--- src/rtl/bdm_pkg.sv ---
// Shared BDM definitions used by the target-side SYNC responder and the
// host-side sync controller.
//   sync_resp_state_t     : responder FSM states
//   BDM_SYNC_TGT_CYCLES   : SYNC pulse / response length in target BDC clocks
//   BDM_SETTLE_TGT_CYCLES : gap between host release and target response,
//                           in target BDC clocks
package bdm_pkg;

  typedef enum logic [2:0] {
    IDLE,
    MEASURE,
    SETTLE,
    DRIVE_LOW,
    SPEEDUP
  } sync_resp_state_t;

  localparam int BDM_SYNC_TGT_CYCLES   = 128;
  localparam int BDM_SETTLE_TGT_CYCLES = 16;

endpackage

--- src/rtl/bdm_sync_2ff.sv ---
// Two-flop synchronizer for the asynchronous BKGD pad level.
// Resets to 1 because the idle BKGD line is pulled high, so a reset never
// looks like the start of a low pulse.
//   clk : system clock
//   rst : synchronous, active-high reset
//   d   : asynchronous input
//   q   : synchronized output (stage 2)
module bdm_sync_2ff (
  input  logic clk,
  input  logic rst,
  input  logic d,
  output logic q
);

  logic r_s1;
  logic r_s2;

  always_ff @(posedge clk) begin
    if (rst) begin
      r_s1 <= 1'b1;
      r_s2 <= 1'b1;
    end else begin
      r_s1 <= d;
      r_s2 <= r_s1;
    end
  end

  assign q = r_s2;

endmodule

--- src/rtl/bdm_sync_responder.sv ---
// Target-side end of the BDM SYNC handshake. Measures a host low pulse on
// BKGD; if it is long enough, waits a settle time after the host releases,
// drives BKGD low for RESP_LEN clocks, drives a short high speedup pulse,
// then releases the line.
//   clk           : system clock
//   rst           : synchronous, active-high reset
//   enable        : responder armed (only looked at in IDLE)
//   bkgd_in       : raw BKGD pad level, asynchronous
//   bkgd_out      : value driven onto BKGD when bkgd_oe=1
//   bkgd_oe       : pad output enable
//   busy          : FSM not in IDLE
//   sync_detected : one-cycle pulse when a qualifying request is accepted
//   sync_done     : one-cycle pulse when the response completes
//   req_low_count : host low time in clk cycles of the last accepted request
module bdm_sync_responder
  import bdm_pkg::*;
#(
  parameter int TGT_CLK_DIV    = 4,
  parameter int SYNC_MIN       = BDM_SYNC_TGT_CYCLES * TGT_CLK_DIV,
  parameter int SETTLE_CYCLES  = BDM_SETTLE_TGT_CYCLES * TGT_CLK_DIV,
  parameter int RESP_LEN       = BDM_SYNC_TGT_CYCLES * TGT_CLK_DIV,
  parameter int SPEEDUP_CYCLES = 1
) (
  input  logic        clk,
  input  logic        rst,
  input  logic        enable,
  input  logic        bkgd_in,
  output logic        bkgd_out,
  output logic        bkgd_oe,
  output logic        busy,
  output logic        sync_detected,
  output logic        sync_done,
  output logic [31:0] req_low_count
);

  localparam int MAX_T = (SETTLE_CYCLES > RESP_LEN) ?
                         ((SETTLE_CYCLES > SPEEDUP_CYCLES) ? SETTLE_CYCLES : SPEEDUP_CYCLES) :
                         ((RESP_LEN > SPEEDUP_CYCLES) ? RESP_LEN : SPEEDUP_CYCLES);
  localparam int TMR_W = $clog2(MAX_T) + 1;

  logic             w_s;
  sync_resp_state_t r_state;
  logic [31:0]      r_cnt;
  logic [TMR_W-1:0] r_timer;
  logic             r_oe;
  logic             r_out;
  logic             r_busy;
  logic             r_det;
  logic             r_done;
  logic [31:0]      r_req_cnt;

  bdm_sync_2ff u_sync (
    .clk (clk),
    .rst (rst),
    .d   (bkgd_in),
    .q   (w_s)
  );

  always_ff @(posedge clk) begin
    if (rst) begin
      r_state   <= IDLE;
      r_cnt     <= '0;
      r_timer   <= '0;
      r_oe      <= 1'b0;
      r_out     <= 1'b1;
      r_busy    <= 1'b0;
      r_det     <= 1'b0;
      r_done    <= 1'b0;
      r_req_cnt <= '0;
    end else begin
      r_det  <= 1'b0;
      r_done <= 1'b0;
      case (r_state)
        IDLE: begin
          if (enable && !w_s) begin
            r_state <= MEASURE;
            r_cnt   <= 32'd1;
            r_busy  <= 1'b1;
          end
        end
        MEASURE: begin
          if (!w_s) begin
            if (r_cnt != '1) r_cnt <= r_cnt + 32'd1;
          end else if (r_cnt >= 32'(SYNC_MIN)) begin
            r_req_cnt <= r_cnt;
            r_det     <= 1'b1;
            r_state   <= SETTLE;
            r_timer   <= TMR_W'(SETTLE_CYCLES - 1);
          end else begin
            // Too short to be a SYNC: drop it silently.
            r_state <= IDLE;
            r_busy  <= 1'b0;
          end
        end
        SETTLE: begin
          if (!w_s) begin
            // Host pulled the line again before we answered: re-measure.
            r_state <= MEASURE;
            r_cnt   <= 32'd1;
          end else if (r_timer == '0) begin
            r_state <= DRIVE_LOW;
            r_timer <= TMR_W'(RESP_LEN - 1);
            r_oe    <= 1'b1;
            r_out   <= 1'b0;
          end else begin
            r_timer <= r_timer - TMR_W'(1);
          end
        end
        DRIVE_LOW: begin
          // w_s is our own drive here, so it is not looked at.
          if (r_timer == '0) begin
            r_state <= SPEEDUP;
            r_timer <= TMR_W'(SPEEDUP_CYCLES - 1);
            r_out   <= 1'b1;
          end else begin
            r_timer <= r_timer - TMR_W'(1);
          end
        end
        SPEEDUP: begin
          if (r_timer == '0) begin
            r_state <= IDLE;
            r_oe    <= 1'b0;
            r_busy  <= 1'b0;
            r_done  <= 1'b1;
          end else begin
            r_timer <= r_timer - TMR_W'(1);
          end
        end
        default: begin
          r_state <= IDLE;
          r_oe    <= 1'b0;
          r_out   <= 1'b1;
          r_busy  <= 1'b0;
        end
      endcase
    end
  end

  assign bkgd_out      = r_out;
  assign bkgd_oe       = r_oe;
  assign busy          = r_busy;
  assign sync_detected = r_det;
  assign sync_done     = r_done;
  assign req_low_count = r_req_cnt;

endmodule

--- config.mk ---
export PLATFORM = sky130hd
export DESIGN_NAME = bdm_sync_responder
export DESIGN_NICKNAME = d
export VERILOG_FILES = /design/src/rtl/bdm_pkg.sv /design/src/rtl/bdm_sync_2ff.sv /design/src/rtl/bdm_sync_responder.sv
export SDC_FILE = /design/constraint.sdc
export NUM_CORES = 1
export LEC_CHECK = 0
export BUFFER_PORTS_ARGS = -buffer_cell sky130_fd_sc_hd__buf_2
export CAP_MARGIN = 10
export CORE_ASPECT_RATIO = 0.9
export CORE_UTILIZATION = 50
export CTS_CLUSTER_DIAMETER = 150
export DETAILED_ROUTE_END_ITERATION = 10
export PLACE_DENSITY = 0.77
export RECOVER_POWER = 25
export SLEW_MARGIN = 10
export SYNTH_ARGS = -nofsm -noshare
export SYNTH_HDL_FRONTEND = slang
export SYNTH_SLANG_ARGS = --single-unit
--- constraint.sdc ---
create_clock -name clk -period 3.6 [get_ports clk]
set_clock_uncertainty 0.1 [all_clocks]
set_input_delay 0.72 -clock clk [delete_from_list [all_inputs] [get_ports clk]]
set_output_delay 0.72 -clock clk [all_outputs]
set_load 0.02 [all_outputs]
==> results of run 1 <==
==> cell families (layout without fill, tap and decap cells) <==
family | Yosys count | after routing | synth area share
AOI/OAI and AO/OA | 121 | 121 | 0.181
adders and majority gates | 3 | 3 | 0.00906
xor gates and xnor gates | 1 | 1 | 0.00211
and+or+nand+nor | 216 | 216 | 0.278
muxes | 34 | 34 | 0.0821
buffers and inverters | 43 | 77 | 0.0417
DFF | 84 | 84 | 0.406
==> power groups by stage <==
stage,sequential (uW),combinational (uW),clock (uW)
after floorplan,954,29.4,0
after global placement,955,38.3,0
after detailed placement,956,39.8,0
after CTS,933,39.8,788
after global routing,934,42.8,828
final,933,39.0,771
==> flip-flops by register name, indices dropped and copies added, names as in the netlist, 3 cells and up <==
signal / flops
r_timer: 10
req_low_count: 32
r_cnt: 32
r_state: 3
==> Yosys cell counts, types with 4 or more instances <==
cell type   n  share of area
and3_1      5         0.0075
o21ai_0    35          0.042
nor4_1     15          0.023
buf_2       9          0.011
nor3b_1     4         0.0072
and4_1      4         0.0085
nand3_1    14          0.017
inv_1      13          0.012
a21oi_1    41          0.050
nor2_1     57          0.052
or3_1      15          0.023
mux2i_1    34          0.082
clkbuf_1   20          0.018
nand4_1    14          0.021
or4_1      14          0.025
dfxtp_1    84           0.41
nand2_1    41          0.037
or2_2       8          0.012
o211a_1     4         0.0097
o31ai_1    11          0.020
o211ai_1    6          0.011
nor3_1      7         0.0085
==> metrics by stage <==
stage	instances	cell area, um2	power [uW]	util
floorplan	502	4140	984	-
global placement	619	4400	994	0.549
detailed placement	619	4400	995	0.549
CTS	635	4640	1760	0.578
global route	635	4600	1810	0.573
finish	635	4600	1740	0.573
==> worst min-delay path by stage <==
stage	from	to	slack [ps]	cells past startpoint
2_1_floorplan	u_sync.r_s1$_SDFF_PP1_	u_sync.q$_SDFF_PP1_	290	1
3_3_place_gp	u_sync.r_s1$_SDFF_PP1_	u_sync.q$_SDFF_PP1_	300	1
3_5_place_dp	u_sync.r_s1$_SDFF_PP1_	u_sync.q$_SDFF_PP1_	310	1
4_1_cts	u_sync.r_s1$_SDFF_PP1_	u_sync.q$_SDFF_PP1_	330	1
5_1_grt	u_sync.r_s1$_SDFF_PP1_	u_sync.q$_SDFF_PP1_	330	1
6_report	u_sync.r_s1$_SDFF_PP1_	u_sync.q$_SDFF_PP1_	320	1
==> per-layer routing <==
metal / vias up / wire length, um / global-route usage
met3: 14 / 613 / 0.0608
li1: 1912 / - / -
met4: 0 / 119 / 0.0758
met5: - / 0 / 0
met2: 126 / 4450 / 0.369
met1: 1823 / 4620 / 0.308
==> cell usage in the layout, fill, tap and decap left out, types with 3 or more instances in the layout <==
cell type	synthesis	layout
dfxtp_1	84	84
nor2_1	57	57
nand2_1	41	41
a21oi_1	41	41
mux2i_1	34	34
o21ai_0	35	34
clkbuf_1	20	30
nor4_1	15	15
or3_1	15	15
nand3_1	14	14
nand4_1	14	14
or4_1	14	14
inv_1	13	13
o31ai_1	11	11
clkbuf_8	0	11
buf_2	9	11
or2_2	8	8
nor3_1	7	7
buf_4	0	7
o211ai_1	6	6
and3_1	5	5
and4_1	4	4
nor3b_1	4	4
o211a_1	4	4
o21a_1	3	3
nand2b_1	3	3
nor2b_1	3	3
or3b_2	3	3
ha_1	3	3
==> cell type report <==
type / count / share of cell area
Clock buffer: 11 / 0.0329
Clock inverter: 5 / 0.0182
Inverter: 13 / 0.0106
Multi-Input combinational cell: 375 / 0.498
Sequential cell: 84 / 0.366
Tap cell: 99 / 0.0269
Timing Repair Buffer: 48 / 0.0479
==> worst register-to-register path, stage by stage (launching register included) <==
cell and delay [ps]:
dfxtp_1 340, inv_1 60, ha_1 190, or3b_2 550, nor3b_1 240, buf_4 200
o22ai_1 200, or2_2 420, a32o_1 240
==> impl_metrics.toml, run 1 <==
[timing]
worst_slack_ps = 830
setup_tns_ps = 0
setup_viol = 0
hold_viol = 0
slew_headroom = 0.206
period_share = 0.769
rsz0062_at_grt = "false"
fmax_mhz = 361
worst_pin_slew_ps = 1190
period_needed_ps = 2770
hold_ws_ps = 318
maxSlewViolCount = 0

[synthesis]
postSynthRegisterBits = 84
synth_edf_count = 0
ys_types = 51
syn_area_um2 = 4140
syn_nets = 509
synth-async-reset-ratio = 0
seq_area_frac_synth = 0.406
synthCells = 502
synth_top_flop_cell = "dfxtp_1"
avgSynthCellArea_um2 = 8.25
ys_warn_count = 0

[floorplanning]
core_um2 = 8030
dieArea_um2 = 8660
io_pins = 41
dieWidth_um = 98.0
initial_core_util = 0.516
rows = 31
die_y_um = 88.4

[cells_and_area]
diodes = 0
fillers = 737
final_layout_size_suffix_gt1_frac = 0.0933
syn_to_final_growth_pct = 11.0
multi_input_area_um2 = 2290
ff_latch_area_um2 = 1680
nets = 538

[pwr]
power_frac_clock = 0.442
leakage_uw = 0.00182
p_int_uw = 1370
power_per_cell_area_nw_per_um2 = 379
peakVddDrop_v = 0.000241
p_sw_uw = 374
sequentialPowerShare = 0.536
p_sw_frac = 0.214
combPwrFrac = 0.022

[worst_setup_path]
crit_path_max_incr_delay_ps = 950
worst-setup-path-type = "in2reg"
critPathBufInv = 2
cp_cell_sequence = "clkbuf_1 > clkbuf_1 > nor4_1 > o21ai_0 > o21ai_0"
cp.arrival_ps = 2910
cp-end-kind = "register"
reg2reg_depth = 8
cp_slowest_cell = "clkbuf_1"
setup.worst_path.end = "r_timer[9]$_SDFFE_PP0P_"
critPathRequiredTime_ps = 3740
startpoint_type = "input pin"
cp_top_family = "buffers and inverters"
reg2reg_slack_ps = 960
cp_max_fo = 27
cp_num_cells = 5
reg2reg_to = "r_timer[8]$_SDFFE_PP0P_"
startpoint = "rst"
r2r_start = "r_timer[0]$_SDFFE_PP0P_"

[grt]
grt_pass1_wl_mm = 16.0
grt_overflow = 0
track_usage = 0.231
grt_pass1_vias = 3350
grt_max_degree = 38
grt_antenna_before_repair = 0

[clock_network]
post_cts_buffers = 0
clkTransAtPathRegs_ps = 80
clkSinkCount = 84
clk_latency_ps = 360
hold_buffers = 0
numCtsBuffers = 9
htreeDepth = 3
cts_resized = 0
cts_root_buf = "clkbuf_8"
cts_tree = "built"
clock_path_buffers = 2

[place]
port_buffers = 40
preCtsSetupSlack_ps = 1010
dp_hpwl_mm = 6.72
place_congestion = 0.899

[worst_hold_path]
min_path_type = "reg2reg"

[drt]
postRouteAntennaNets = 0
dr.pass1.iters = 8
vias_per_cell = 6.10
wl_per_cell_um = 15.4
route.vias.total = 3875
drt_iter0_markers = 294
drc = 1
drt_wl_total_mm = 9.80

[status]
status = "finished, violations left"
violations = "design-rule violations"

[run]
drv_cap = 0
No activity file was read; power rests on OpenSTA's default activity.
==> inputs of run 2 (changes only) <==
--- a/config.mk
+++ b/config.mk
@@ -11,7 +11,7 @@
 export CORE_UTILIZATION = 50
 export CTS_CLUSTER_DIAMETER = 150
 export DETAILED_ROUTE_END_ITERATION = 10
-export PLACE_DENSITY = 0.77
+export PLACE_DENSITY = 0.8
 export RECOVER_POWER = 25
 export SLEW_MARGIN = 10
 export SYNTH_ARGS = -nofsm -noshare
==> constraint.sdc (replaced) <==
create_clock -name clk -period 2.3 [get_ports clk]
set_clock_uncertainty 0.1 [all_clocks]
set_input_delay 0.46 -clock clk [delete_from_list [all_inputs] [get_ports clk]]
set_output_delay 0.46 -clock clk [all_outputs]
set_load 0.02 [all_outputs]
==> impl_metrics.toml, run 2 (synthesis results as in run 1) <==
[grt]
grt_pass1_vias = 3751
grt_max_degree = 52
track_usage = 0.249
grt_pass1_wl_mm = 17.3
grt_antenna_before_repair = 0
grt_overflow = 0

[worst_hold_path]
worstHoldStart = "bkgd_in"
min_path_type = "in2reg"
holdPathEnd = "u_sync.r_s1$_SDFF_PP1_"
hold_depth = 2

[drt]
drt_iter0_markers = 332
dr.pass1.iters = 8
route.vias.total = 4167
wl_per_cell_um = 15.7
postRouteAntennaNets = 0
drc = 3
drt_wl_total_mm = 10.7
vias_per_cell = 6.11

[cells_and_area]
fillers = 702
final_common_cell = "dfxtp_1"
nets = 585
syn_to_final_growth_pct = 21.4
post-route-cell-area_um2 = 5030
final_cell_mix = "dfxtp_1, nor2_1, buf_4"
diodes = 0
final_layout_size_suffix_gt1_frac = 0.197

[timing]
period_needed_ps = 2240
maxSlewViolCount = 0
hold_ws_ps = 188
setup_viol = 0
period_share = 0.975
slew_headroom = 0.634
worst_pin_slew_ps = 544
fmax_mhz = 446
hold_viol = 0

[place]
place_area_um2 = 4760
port_buffers = 40
place_congestion = 0.960
dp_hpwl_mm = 7.60

[worst_setup_path]
cp-end-kind = "register"
reg2reg_to = "r_cnt[23]$_SDFFE_PP0P_"
cp_cell_sequence = "nand2_2 > or4b_4 > or4_4 > or4_4 > a21oi_2"
r2r_start = "r_cnt[14]$_SDFFE_PP0P_"
cp_top_family = "simple AND/OR/NAND/NOR gates"
cp.arrival_ps = 2440
cp_slowest_cell = "or4b_4"
critPathBufInv = 0
crit_path_max_incr_delay_ps = 540
critPathRequiredTime_ps = 2500
worst-setup-path-type = "reg2reg"
reg2reg_slack_ps = 60
cp_max_fo = 3
reg2reg_depth = 5
cp_common_cell = "or4_4"
startpoint_type = "register"

[status]
status = "finished, violations left"
violations = "design-rule violations"

[clock_network]
clkSinkCount = 84
cts_tree = "built"
numCtsBuffers = 9
cts_root_buf = "clkbuf_8"
clkTransAtPathRegs_ps = 80
clk_latency_ps = 360
clock_path_buffers = 2
hold_buffers = 0
htreeDepth = 3

[floorplanning]
initial_core_util = 0.516
dieArea_um2 = 8660
dieWidth_um = 98.0
core_um2 = 8030
rows = 31
io_pins = 41
die_y_um = 88.4

[pwr]
power_per_cell_area_nw_per_um2 = 540
leakage_uw = 0.00207
peakVddDrop_v = 0.000347

[run]
drv_cap = 0
[run 2: cell count changes in the layout (fill, tap and decap cells not counted), sizes merged]
cell    change
clkinv      -1
inv         +1
buf        +47
[run 2: metal layers]
layer	routed length, um	GRT usage
met1	4860	0.323
met2	5030	0.417
met3	679	0.0545
met4	153	0.0799
met5	0	0
[run 2: timing repair]
| action | 4_1_cts | 5_1_grt |
|---|---|---|
| setup endpoints to repair | 4 | 37 |
| pin swaps | 0 | 5 |
| buffers inserted | 0 | 3 |
| cloned | 0 | 1 |
| gates resized for setup | 2 | 18 |
[run 2: final cells by class]
type,count,area (um2),area share
multi-input cells,375,2340,0.466
flip-flops and latches,84,1690,0.336
repair buffers,95,601,0.119
clock buffers,11,141,0.0281
well taps,99,124,0.0246
clock inverters,5,83.8,0.0167
inverters,13,48.8,0.00970
[run 2: how the worst max path moves through the flow]
stage / end / slack (ps) / from / depth (start not counted)
CTS: r_cnt[23]$_SDFFE_PP0P_ / 1 / r_cnt[8]$_SDFFE_PP0P_ / 5
floorplan: r_cnt[23]$_SDFFE_PP0P_ / 10 / r_cnt[6]$_SDFFE_PP0P_ / 5
detailed placement: r_cnt[23]$_SDFFE_PP0P_ / 20 / r_cnt[8]$_SDFFE_PP0P_ / 5
global route: r_cnt[17]$_SDFFE_PP0P_ / -20 / r_state[1]$_SDFFE_PP0P_ / 6
global placement: r_cnt[23]$_SDFFE_PP0P_ / 50 / r_cnt[9]$_SDFFE_PP0P_ / 5
finish: r_cnt[23]$_SDFFE_PP0P_ / 60 / r_cnt[14]$_SDFFE_PP0P_ / 5
[run 2: through the flow]
step	setup WS [ps]	utilization	TNS, ps	instances	power, uW
floorplan	13.7	-	0	502	1540
global placement	54.2	0.592	0	662	1570
detailed placement	22.5	0.592	0	662	1570
CTS	1.09	0.621	0	678	2750
global route	-18.3	0.627	-18.3	682	2810
finish	57.5	0.627	0	682	2720
[run 2: report_power, final]
group	switching (uW)	internal, uW
clock	538	645
combinational	52.9	25.2
sequential	1.63	1460
